--- config.mk ---
export PLATFORM = sky130hd
export DESIGN_NAME = load_sequencer
export DESIGN_NICKNAME = d
export VERILOG_FILES = /design/src/rtl/load_sequencer.sv
export SDC_FILE = /design/constraint.sdc
export NUM_CORES = 1
export LEC_CHECK = 0
export BUFFER_PORTS_ARGS = -buffer_cell sky130_fd_sc_hd__buf_2
export CORE_ASPECT_RATIO = 0.75
export CORE_MARGIN = 4
export CORE_UTILIZATION = 55
export DETAILED_ROUTE_END_ITERATION = 10
export GPL_TIMING_DRIVEN = 0
export PLACE_DENSITY = 0.88
export SETUP_SLACK_MARGIN = 0.1
export SYNTH_ARGS = -nofsm -noshare
export SYNTH_HDL_FRONTEND = slang
export SYNTH_SLANG_ARGS = --single-unit
--- constraint.sdc ---
create_clock -name clk -period 2.5 [get_ports clk]
set_input_delay 0.375 -clock clk [delete_from_list [all_inputs] [get_ports clk]]
set_output_delay 0.375 -clock clk [all_outputs]
set_load 0.01 [all_outputs]
--- src/rtl/load_sequencer.sv ---
// Load sequencer: turns one Memory-stage load into one or two aligned reads, then aligns and extends the data.
// Latency: accept N, MemReq N+1, ResultValid N+2 when aligned with same-cycle ack; +1 per extra read or ack wait.
// Backpressure: LoadReady only in IDLE, Stall holds the pipeline; MISALIGNED_LOAD_EN enables split reads.

`ifndef BIT_COUNT
`define BIT_COUNT 32
`endif

package load_sequencer_pkg;
    typedef enum logic [2:0] {
        NO_TRUNC           = 3'd0,
        BYTE               = 3'd1,
        HALF_WORD          = 3'd2,
        WORD               = 3'd3,
        BYTE_UNSIGNED      = 3'd4,
        HALF_WORD_UNSIGNED = 3'd5,
        WORD_UNSIGNED      = 3'd6
    } trunc_src_t;
endpackage

module load_sequencer
    import load_sequencer_pkg::*;
#(
    parameter int TIMEOUT_CYCLES = 255
) (
    input  logic                  clk,
    input  logic                  reset_n,
    input  logic                  LoadValid,
    output logic                  LoadReady,
    input  logic [`BIT_COUNT-1:0] LoadAddr,
    input  logic [2:0]            TruncSrc,
    output logic                  MemReq,
    output logic [`BIT_COUNT-1:0] MemAddr,
    input  logic                  MemAck,
    input  logic [`BIT_COUNT-1:0] MemRdata,
    output logic                  ResultValid,
    output logic [`BIT_COUNT-1:0] Result,
    output logic                  Fault,
    output logic                  Stall
);
    localparam int W     = `BIT_COUNT;
    localparam int BYTES = W / 8;
    localparam int OW    = $clog2(BYTES);
    localparam int CW    = $clog2(TIMEOUT_CYCLES + 1);
    localparam logic [CW-1:0] CNT_LAST   = CW'(TIMEOUT_CYCLES - 1);
    localparam logic [W-1:0]  ALIGN_MASK = ~W'(BYTES - 1);

    typedef enum logic [1:0] {IDLE, REQ_LO, REQ_HI, DONE} state_t;

    state_t          state, state_nxt;
    logic [W-1:0]    addr_q;
    logic [2:0]      trunc_q;
    logic [CW-1:0]   cnt_q, cnt_nxt;
    logic            fault_q, fault_nxt;
    logic [W-1:0]    lo_q;
    logic            lo_ld;
    logic [2*W-1:0]  pair;
    logic [W-1:0]    shifted;

    // Unknown encodings fall through to the full-word size.
    function automatic int size_bytes(input logic [2:0] t);
        case (t)
            BYTE, BYTE_UNSIGNED:           size_bytes = 1;
            HALF_WORD, HALF_WORD_UNSIGNED: size_bytes = 2;
            WORD, WORD_UNSIGNED:           size_bytes = 4;
            default:                       size_bytes = BYTES;
        endcase
    endfunction

    function automatic logic is_split(input logic [OW-1:0] off, input logic [2:0] t);
        is_split = (int'(off) + size_bytes(t)) > BYTES;
    endfunction

    function automatic logic [W-1:0] truncate(input logic [W-1:0] v, input logic [2:0] t);
        case (t)
            BYTE:               truncate = W'($signed(v[7:0]));
            BYTE_UNSIGNED:      truncate = W'(v[7:0]);
            HALF_WORD:          truncate = W'($signed(v[15:0]));
            HALF_WORD_UNSIGNED: truncate = W'(v[15:0]);
            WORD:               truncate = W'($signed(v[31:0]));
            WORD_UNSIGNED:      truncate = W'(v[31:0]);
            default:            truncate = v;
        endcase
    endfunction

`ifdef MISALIGNED_LOAD_EN
    logic [W-1:0] hi_q;
    logic         hi_ld;
    assign pair = {hi_q, lo_q};
`else
    assign pair = {{W{1'b0}}, lo_q};
`endif

    assign shifted = W'(pair >> {addr_q[OW-1:0], 3'b000});

    always_ff @(posedge clk or negedge reset_n) begin
        if (!reset_n) begin
            state   <= IDLE;
            addr_q  <= '0;
            trunc_q <= '0;
            cnt_q   <= '0;
            fault_q <= 1'b0;
            lo_q    <= '0;
        end else begin
            state   <= state_nxt;
            cnt_q   <= cnt_nxt;
            fault_q <= fault_nxt;
            if (state == IDLE && LoadValid) begin
                addr_q  <= LoadAddr;
                trunc_q <= TruncSrc;
            end
            if (lo_ld) lo_q <= MemRdata;
        end
    end

`ifdef MISALIGNED_LOAD_EN
    always_ff @(posedge clk or negedge reset_n) begin
        if (!reset_n)   hi_q <= '0;
        else if (hi_ld) hi_q <= MemRdata;
    end
`endif

    always_comb begin
        state_nxt   = state;
        cnt_nxt     = cnt_q;
        fault_nxt   = fault_q;
        lo_ld       = 1'b0;
`ifdef MISALIGNED_LOAD_EN
        hi_ld       = 1'b0;
`endif
        LoadReady   = 1'b0;
        MemReq      = 1'b0;
        MemAddr     = '0;
        ResultValid = 1'b0;
        Result      = '0;
        Fault       = 1'b0;
        Stall       = 1'b0;
        unique case (state)
            IDLE: begin
                LoadReady = 1'b1;
                Stall     = LoadValid;
                if (LoadValid) begin
                    cnt_nxt   = '0;
                    fault_nxt = 1'b0;
                    state_nxt = REQ_LO;
`ifndef MISALIGNED_LOAD_EN
                    // Without split support a straddling load faults without touching memory.
                    if (is_split(LoadAddr[OW-1:0], TruncSrc)) begin
                        state_nxt = DONE;
                        fault_nxt = 1'b1;
                    end
`endif
                end
            end
            REQ_LO: begin
                MemReq  = 1'b1;
                MemAddr = addr_q & ALIGN_MASK;
                Stall   = 1'b1;
                if (MemAck) begin
                    lo_ld   = 1'b1;
                    cnt_nxt = '0;
`ifdef MISALIGNED_LOAD_EN
                    state_nxt = is_split(addr_q[OW-1:0], trunc_q) ? REQ_HI : DONE;
`else
                    state_nxt = DONE;
`endif
                end else if (cnt_q == CNT_LAST) begin
                    state_nxt = DONE;
                    fault_nxt = 1'b1;
                end else begin
                    cnt_nxt = cnt_q + CW'(1);
                end
            end
            REQ_HI: begin
`ifdef MISALIGNED_LOAD_EN
                MemReq  = 1'b1;
                MemAddr = (addr_q & ALIGN_MASK) + W'(BYTES);
                Stall   = 1'b1;
                if (MemAck) begin
                    hi_ld     = 1'b1;
                    state_nxt = DONE;
                end else if (cnt_q == CNT_LAST) begin
                    state_nxt = DONE;
                    fault_nxt = 1'b1;
                end else begin
                    cnt_nxt = cnt_q + CW'(1);
                end
`else
                state_nxt = IDLE;
`endif
            end
            DONE: begin
                ResultValid = 1'b1;
                Fault       = fault_q;
                Result      = fault_q ? '0 : truncate(shifted, trunc_q);
                state_nxt   = IDLE;
            end
            default: state_nxt = IDLE;
        endcase
    end
endmodule

==> impl_metrics.py, run 1 <==
metrics = {
    "run_status": {
        "outcome": "complete, no violations",
    },
    "critical_path": {
        "slowest_stage": "dfrtp_1",
        "path_cells": "buf_6 > mux2i_2 > mux2_4 > or3_1 > buf_6 > a21oi_2 > buf_2",
        "cp.arrival_ns": 2.11,
        "path_max_fanout": 8,
        "worstPathRequired_ns": 2.12,
        "cp-end-kind": "output port",
        "worst_path_most_repeated_cell": "buf_6",
        "path_delay_family": "buffers and inverters",
        "critPathMaxStageDelay_ns": 0.38,
        "worst_setup_path_start_kind": "flop",
        "crit_buf_inv": 3,
        "crit_type": "flop to output port",
    },
    "global_route": {
        "grt_max_degree": 55,
        "grt_pass1_vias": 4019,
        "antenna_found_initial": 1,
        "grt_pass1_wl_um": 19800,
        "track_usage_pct": 25.6,
        "overflow": 0,
    },
    "die": {
        "die_h_um": 85.3,
        "die_area_um2": 9470,
        "initial_core_util_pct": 58.2,
        "ios": 140,
        "core_area_um2": 7530,
        "die_x_um": 111,
        "rows": 27,
    },
    "job": {
        "cap_violations": 0,
    },
    "finish": {
        "syn_to_final_growth_pct": 28.1,
        "drive_gt1_share_pct": 37.7,
        "fin_nets": 710,
        "n_antenna_cell": 0,
        "fin_area_um2": 5610,
    },
    "drt": {
        "drtIter0Drc": 316,
        "drtAntennaViolNets": 0,
        "vias": 4131,
        "drt-total-wl_um": 12300,
        "via_per_inst": 5.58,
        "routedWlPerCell_um": 16.6,
        "drcViolationCount": 0,
        "firstDrtPassIters": 5,
    },
    "pwr": {
        "p_leak_nw": 2.85,
        "pwr-share-seq_pct": 33.7,
        "p_int_mw": 3.80,
        "p_sw_share_pct": 44.1,
        "pwr-share-comb_pct": 52.9,
        "clkPwrFrac_pct": 13.4,
        "power.density_nw_per_um2": 1210,
        "netSwitchingPower_mw": 3.00,
        "ir_worst_vdd_v": 0.000616,
        "finalPower_mw": 6.80,
    },
    "synth": {
        "synthDistinctLibCells": 47,
        "ys_async_sr_fraction_pct": 100,
        "yosysMostFrequentCell": "nand2_1",
        "ys_ff_latch": 78,
        "synth-edff-count": 0,
        "synthCells": 477,
        "syn-cell-area_um2": 4380,
        "ys_warn_count": 0,
        "netlist.area_leader.share_pct": 44.5,
        "synthFlopType": "dfrtp_1",
        "ys_top_cells_by_area": "dfrtp_1, nand2_1, mux2_2",
        "yosysSeqAreaShare_pct": 44.5,
        "synth_top_area_cell": "dfrtp_1",
        "avgSynthCellArea_um2": 9.19,
        "synth_top_cells_by_count": "nand2_1, dfrtp_1, and2_1",
    },
    "sta": {
        "skew_ns": 0.0106,
        "slew-limit-headroom_pct": 61.4,
        "finalCritPeriodShare_pct": 99.3,
        "report.final.slew_viol_count": 0,
        "finalCriticalPeriod_ns": 2.48,
        "rsz0062_at_grt": "yes",
        "finalSetupTns_ns": 0,
        "finalSetupViolCount": 0,
        "fmax_mhz": 403,
        "hold_violations": 0,
        "whs_ns": 0.195,
        "tightest_slew_ns": 0.575,
        "timing.final.ws_setup_ns": 0.0175,
    },
    "hold_path": {
        "worstHoldPathType": "primary input to flop",
    },
    "place": {
        "dp_hpwl_um": 9040,
        "gp_congestion": 0.903,
        "dp_slack_ns": 0.115,
        "port_buffers": 137,
        "placed_cell_area_um2": 5230,
    },
    "clock_network": {
        "clk-insertion-delay-late_ns": 0.36,
        "tritoncts": "done",
        "cts_buffer_depth": 2,
        "numCtsBuffers": 9,
        "htreeDepth": 3,
        "clkTransAtPathRegs_ns": 0.09,
        "clock-sinks": 78,
        "clockRootBuffer": "clkbuf_8",
    },
}
timing repair:
action,in CTS,in global routing
hold endpoints to repair,24,0
buffers inserted,2,4
pin swaps,1,4
hold buffers,1,0
setup endpoints to repair,24,25
gates resized for setup,13,24
cloned,1,0
per-layer routing:
layer  vias to the layer above  GRT usage, %  share of wire, %
met5                         -             0             0.057
met4                         2          7.18               1.5
met3                        25          5.92               8.0
met2                       190          42.6                48
met1                      2001          34.1                42
li1                       1913             -                 -
registers in the layout (all words and copies together) (netlist names):
signal	count
addr_q	32
lo_q	32
cnt_q	8
trunc_q	3
state	2
fault_q	1
power groups by stage:
stage                     registers, mW  clock network [mW]  logic, mW
final                              2.29               0.909       3.60
after global routing               2.35               0.979       3.93
after CTS                          2.27               0.930       3.36
after detailed placement           2.27                   0       3.26
after global placement             2.23                   0       3.13
after floorplan                    2.10                   0       2.38
cells in the final DEF (no fill, tap or decap), drive strengths merged, types with 2 or more instances in the layout:
master	n
and2	39
nor3b	2
a211oi	18
ha	4
or3	2
mux2	33
nor3	4
clkinv	2
clkbuf	21
xnor2	2
nand2	125
o21ai	15
nor2	23
o21a	6
a21oi	24
dfrtp	78
nand3b	2
nand4	2
buf	165
conb	2
inv	11
nand2b	4
a21o	2
nand3	3
mux2i	21
nor2b	10
layout make-up:
type | instances | area (µm²)
Buffer | 32 | 196
Clock buffer | 9 | 124
Clock inverter | 7 | 65.1
Fill cell | 519 | 1920
Inverter | 7 | 26.3
Multi-Input combinational cell | 360 | 2320
Sequential cell | 78 | 1950
Tap cell | 101 | 126
Timing Repair Buffer | 146 | 807
worst min-delay path, stage by stage:
cell and delay (ns):
buf_2 0.08, nand2_1 0.04, nand2_1 0.04
cells by family (layout without fill, tap and decap cells):
kind of cell               count (synthesis)  in the layout  synth area share (%)
and+or+nand+nor                          219            219                  23.0
xor gates and xnor gates                   3              3                 0.600
DFF                                       78             78                  44.5
other                                      1              2                0.0856
AOI/OAI and AO/OA                         77             77                  12.1
adders and majority gates                  5              5                  1.60
muxes                                     54             54                  13.3
buffers and inverters                     40            201                  4.83
path summary, 6_finish.rpt:
| kind | startpoint | end | slack (ns) | cells past startpoint |
|---|---|---|---|---|
| setup / recovery | addr_q[0]$_DFFE_PN0P_ | Result[10] | 0.02 | 7 |
| hold / removal | LoadAddr[3] | addr_q[3]$_DFFE_PN0P_ | 0.20 | 3 |
| setup reg to reg | cnt_q[0]$_DFFE_PN0P_ | cnt_q[5]$_DFFE_PN0P_ | 0.63 | 6 |
| hold reg to reg | addr_q[16]$_DFFE_PN0P_ | addr_q[16]$_DFFE_PN0P_ | 0.47 | 2 |
| max in group asynchronous | reset_n | lo_q[29]$_DFFE_PN0P_ | 1.46 | 3 |
| min in group asynchronous | reset_n | addr_q[17]$_DFFE_PN0P_ | 0.46 | 2 |
metrics by stage:
step | util (%) | cells
after detailed placement | 69.4 | 717
after CTS | 72.9 | 736
after floorplan | - | 478
after global placement | 69.0 | 716
after global routing | 74.5 | 740
final | 74.5 | 740
(Power assumes the default switching activity.)
==> run 2, diff against run 1 <==
- CAP_MARGIN: default -> 20
- CORE_UTILIZATION: 55 -> 51
- PLACE_DENSITY: 0.88 -> 0.83
- clock period: 2.5 -> 2.8 ns (I/O delays scaled with it)
==> impl_metrics.py, run 2 (same netlist as run 1, synthesis figures left out) <==
metrics = {
    "critical_path": {
        "cp.arrival_ns": 2.10,
        "slowest_stage": "a211o_1",
        "path_max_fanout": 10,
        "timing.rr.end": "lo_q[11]$_DFFE_PN0P_",
        "critPathMaxStageDelay_ns": 0.37,
        "r2r_start": "state[0]$_DFFE_PN0P_",
        "reg2reg_slack_ns": 0.92,
        "worst_setup_path_start_kind": "flop",
        "startpoint": "addr_q[1]$_DFFE_PN0P_",
        "cp-end-kind": "output port",
        "worstPathRequired_ns": 2.38,
        "ff2ff_path_depth": 6,
        "crit_type": "flop to output port",
        "path_cells": "buf_4 > nor2b_2 > a2bb2oi_1 > a211o_1 > buf_6 > nor2_1 > buf_2",
    },
    "sta": {
        "slew-limit-headroom_pct": 64.3,
        "finalCriticalPeriod_ns": 2.52,
        "finalSetupTns_ns": 0,
        "report.final.slew_viol_count": 0,
        "whs_ns": 0.271,
        "skew_ns": 0.00648,
        "finalSetupViolCount": 0,
        "finalCritPeriodShare_pct": 90.1,
        "hold_violations": 0,
        "fmax_mhz": 397,
        "timing.final.ws_setup_ns": 0.278,
        "tightest_slew_ns": 0.529,
        "rsz0062_at_grt": "no",
    },
    "finish": {
        "n_antenna_cell": 0,
        "reg.largest.list": "addr_q x32, lo_q x32, cnt_q x8",
        "fin_nets": 705,
        "final_cells": 739,
        "final_common_cell": "buf_2",
        "syn_to_final_growth_pct": 26.3,
        "drive_gt1_share_pct": 34.5,
        "mostFrequentLayoutCells": "buf_2, nand2_1, dfrtp_1",
        "fillCellCount": 659,
    },
    "clock_network": {
        "cts_buffer_depth": 2,
        "numCtsBuffers": 9,
        "clk-insertion-delay-late_ns": 0.34,
        "clock-sinks": 78,
        "tritoncts": "done",
        "clkTransAtPathRegs_ns": 0.06,
        "htreeDepth": 3,
        "clockRootBuffer": "clkbuf_16",
    },
    "hold_path": {
        "hp-start": "LoadAddr[8]",
        "whs_path_depth": 3,
        "whs_endpoint": "addr_q[8]$_DFFE_PN0P_",
        "worstHoldPathType": "primary input to flop",
    },
    "place": {
        "dp_hpwl_um": 9200,
        "place_inst": 721,
        "dp_slack_ns": 0.348,
        "port_buffers": 137,
        "gp_congestion": 0.926,
    },
    "die": {
        "die_h_um": 88.3,
        "die_x_um": 115,
        "initial_core_util_pct": 53.9,
        "rows": 28,
        "ios": 140,
        "die_area_um2": 10200,
        "core_area_um2": 8130,
    },
    "global_route": {
        "grt_max_degree": 57,
        "overflow": 0,
        "track_usage_pct": 24.8,
        "grt_pass1_wl_um": 19900,
        "grt_pass1_vias": 4076,
        "antenna_found_initial": 0,
    },
    "drt": {
        "routedWlPerCell_um": 16.7,
        "via_per_inst": 5.52,
        "drtAntennaViolNets": 0,
        "firstDrtPassIters": 5,
        "drtIter0Drc": 282,
        "drcViolationCount": 0,
        "drt-total-wl_um": 12300,
        "vias": 4076,
    },
    "run_status": {
        "outcome": "complete, no violations",
    },
    "pwr": {
        "power.density_nw_per_um2": 1100,
        "ir_worst_vdd_v": 0.000540,
        "p_leak_nw": 2.84,
    },
    "job": {
        "cap_violations": 0,
    },
}
## run 2: timing repair
item / in CTS / in global routing
setup endpoints to repair: 0 / 15
hold buffers: 1 / 0
resized for setup: 0 / 2
hold endpoints to repair: 22 / 0
buffers inserted: 0 / 1
## run 2: per-stage QoR
step | instance area [µm²] | utilization, % | power (mW)
after floorplan | 4390 | - | 4.01
after global placement | 5200 | 64.0 | 4.81
after detailed placement | 5230 | 64.4 | 4.93
after CTS | 5520 | 67.9 | 6.05
after global routing | 5540 | 68.1 | 6.52
final | 5540 | 68.1 | 6.11
## run 2: power by group
group          internal [mW]  total [mW]  leakage [nW]  switching (mW)
clock                  0.605        1.09         0.129           0.484
combinational           1.29        3.00          1.75            1.71
sequential              1.64        2.02         0.953           0.376
total                   3.54        6.11          2.84            2.57
## run 2: critical path, delay by kind of cell, from the launching register on
family          cells  cell delay [ns]
buf+inv             3             0.50
compound gates      2             0.53
simple gates        2             0.41
flops               1             0.33
## run 2: worst max-delay path by stage
stage / endpoint
finish: Result[16]
global route: Result[29]
CTS: Result[29]
detailed placement: state[1]$_DFFE_PN0P_
global placement: state[1]$_DFFE_PN0P_
floorplan: state[1]$_DFFE_PN0P_
## run 2: per-layer routing
| layer | share of wire (%) | up-vias | global-route usage [%] |
|---|---|---|---|
| met5 | 0 | - | 0 |
| met2 | 47 | 172 | 39.4 |
| li1 | - | 1903 | - |
| met3 | 7.8 | 28 | 5.06 |
| met1 | 43 | 1973 | 33.8 |
| met4 | 2.3 | 0 | 9.70 |
## run 2: cell type report
type / instances / area [µm²] / share of cell area [%]
multi-input cells: 360 / 2230 / 40.3
flip-flops and latches: 78 / 1950 / 35.3
repair buffers: 140 / 733 / 13.2
clock buffers: 10 / 229 / 4.14
plain buffers: 33 / 185 / 3.35
well taps: 105 / 131 / 2.37
clock inverters: 6 / 46.3 / 0.836
inverters: 7 / 26.3 / 0.475
==> run 3, diff against run 2 <==
- CELL_PAD_IN_SITES_DETAIL_PLACEMENT: default -> 0
- CELL_PAD_IN_SITES_GLOBAL_PLACEMENT: default -> 1
- CORE_UTILIZATION: 51 -> 38
- PLACE_DENSITY: 0.83 -> 0.84
- RECOVER_POWER: default -> 25
==> impl_metrics.py, run 3 (same netlist as run 1, synthesis figures left out) <==
metrics = {
    "sta": {
        "timing.final.ws_setup_ns": 0.258,
        "rsz0062_at_grt": "no",
        "tightest_slew_ns": 2.10,
        "finalSetupTns_ns": 0,
        "fmax_mhz": 393,
        "finalCriticalPeriod_ns": 2.54,
        "finalSetupViolCount": 0,
        "report.final.slew_viol_count": 37,
        "slew-limit-headroom_pct": -40.3,
        "finalCritPeriodShare_pct": 90.8,
        "hold_violations": 0,
        "skew_ns": 0.00703,
    },
    "pwr": {
        "finalPower_mw": 6.30,
        "power.density_nw_per_um2": 1120,
        "ir_worst_vdd_v": 0.000412,
        "p_leak_nw": 2.86,
    },
    "clock_network": {
        "htreeDepth": 3,
        "numCtsBuffers": 9,
        "clkTransAtPathRegs_ns": 0.06,
        "clock-sinks": 78,
        "cts_buffer_depth": 2,
        "clockRootBuffer": "clkbuf_16",
        "ctsHoldBuffers": 0,
        "clk-insertion-delay-late_ns": 0.33,
        "tritoncts": "done",
    },
    "place": {
        "dp_hpwl_um": 9700,
        "gp_congestion": 0.884,
        "dp_slack_ns": 0.266,
        "placed_cell_area_um2": 5270,
        "port_buffers": 137,
    },
    "critical_path": {
        "worstPathRequired_ns": 2.38,
        "worst_setup_path_start_kind": "flop",
        "timing.rr.end": "lo_q[17]$_DFFE_PN0P_",
        "path_cells": "buf_4 > nor2b_2 > a2bb2oi_1 > a211o_4 > buf_6 > nor2_1 > buf_2",
        "ff2ff_path_depth": 6,
        "crit_end": "Result[16]",
        "critPathMaxStageDelay_ns": 0.38,
        "crit_type": "flop to output port",
        "cp.arrival_ns": 2.12,
        "reg2reg_slack_ns": 0.92,
        "startpoint": "addr_q[1]$_DFFE_PN0P_",
        "path_max_fanout": 10,
        "cp-end-kind": "output port",
        "r2r_start": "state[0]$_DFFE_PN0P_",
        "slowest_stage": "a211o_4",
    },
    "global_route": {
        "grt_pass1_vias": 4064,
        "track_usage_pct": 19.4,
        "overflow": 0,
        "grt_max_degree": 43,
        "antenna_found_initial": 0,
        "grt_pass1_wl_um": 20700,
    },
    "finish": {
        "mostFrequentLayoutCells": "buf_2, nand2_1, dfrtp_1",
        "final_util_pct": 50.6,
        "drive_gt1_share_pct": 34.8,
        "ff_latch_area_um2": 1950,
        "multi_input_area_um2": 2240,
        "fin_area_um2": 5620,
        "reg.largest.list": "addr_q x32, lo_q x32, cnt_q x8",
        "fillCellCount": 1058,
        "n_antenna_cell": 0,
        "syn_to_final_growth_pct": 28.4,
        "final_common_cell": "buf_2",
        "fin_nets": 704,
    },
    "drt": {
        "wl_met2_um": 5660,
        "vias": 3906,
        "topRoutingLayerUsed": "met4",
        "met1_length_um": 6060,
        "drtAntennaViolNets": 0,
        "drtIter0Drc": 181,
        "drcViolationCount": 0,
        "met3_length_um": 764,
        "drt-total-wl_um": 12700,
        "via_per_inst": 5.05,
        "firstDrtPassIters": 4,
        "routedWlPerCell_um": 16.4,
    },
    "die": {
        "ios": 140,
        "die_x_um": 132,
        "die_area_um2": 13300,
        "die_h_um": 101,
        "initial_core_util_pct": 39.5,
        "core_area_um2": 11100,
        "rows": 33,
    },
    "hold_path": {
        "worstHoldPathType": "primary input to flop",
    },
    "job": {
        "cap_violations": 1,
    },
    "run_status": {
        "violations": "max-capacitance violations, max-slew violations",
        "outcome": "finished with violations",
    },
}
[run 3: layer usage]
layer	global-route usage (%)	up-vias
met3	4.99	18
met2	29.7	109
met5	0	-
met4	5.97	0
li1	-	1902
met1	27.2	1877
[run 3: stage by stage]
step	std cells	hold slack, ns
floorplan	478	0.124
global placement	755	0.450
detailed placement	756	0.421
CTS	772	0.0661
global route	773	0.263
finish	773	0.271
[run 3: layout make-up]
cell class | count | share of cell area (%)
plain buffers | 33 | 3.29
repair buffers | 139 | 12.7
clock buffers | 10 | 4.25
flip-flops and latches | 78 | 34.7
clock inverters | 6 | 1.67
multi-input cells | 360 | 39.8
inverters | 7 | 0.467
well taps | 140 | 3.11
[run 3: worst min path at each step]
stage                           startpoint                      to  depth (start not counted)  slack, ns
global route                   LoadAddr[7]   addr_q[7]$_DFFE_PN0P_                          3       0.26
finish                        LoadAddr[23]  addr_q[23]$_DFFE_PN0P_                          3       0.27
detailed placement                 reset_n    lo_q[27]$_DFFE_PN0P_                          1       0.42
global placement    addr_q[13]$_DFFE_PN0P_  addr_q[13]$_DFFE_PN0P_                          2       0.45
floorplan                          reset_n   addr_q[0]$_DFFE_PN0P_                          0       0.12
CTS                                reset_n    lo_q[27]$_DFFE_PN0P_                          1       0.07
[run 3: power by group]
group	switching (mW)	internal (mW)
sequential	0.360	1.64
combinational	1.71	1.29
clock	0.481	0.811
[run 3: what timing repair did]
item,4_1_cts,5_1_grt
setup endpoints to repair,0,16
buffers inserted,0,1
resized for setup,0,3
[run 3: critical path, delay by kind of cell (launching register included)]
family / cells / cell delay [ns]
simple gates: 2 / 0.45
compound gates: 2 / 0.55
buf+inv: 3 / 0.47
flops: 1 / 0.32
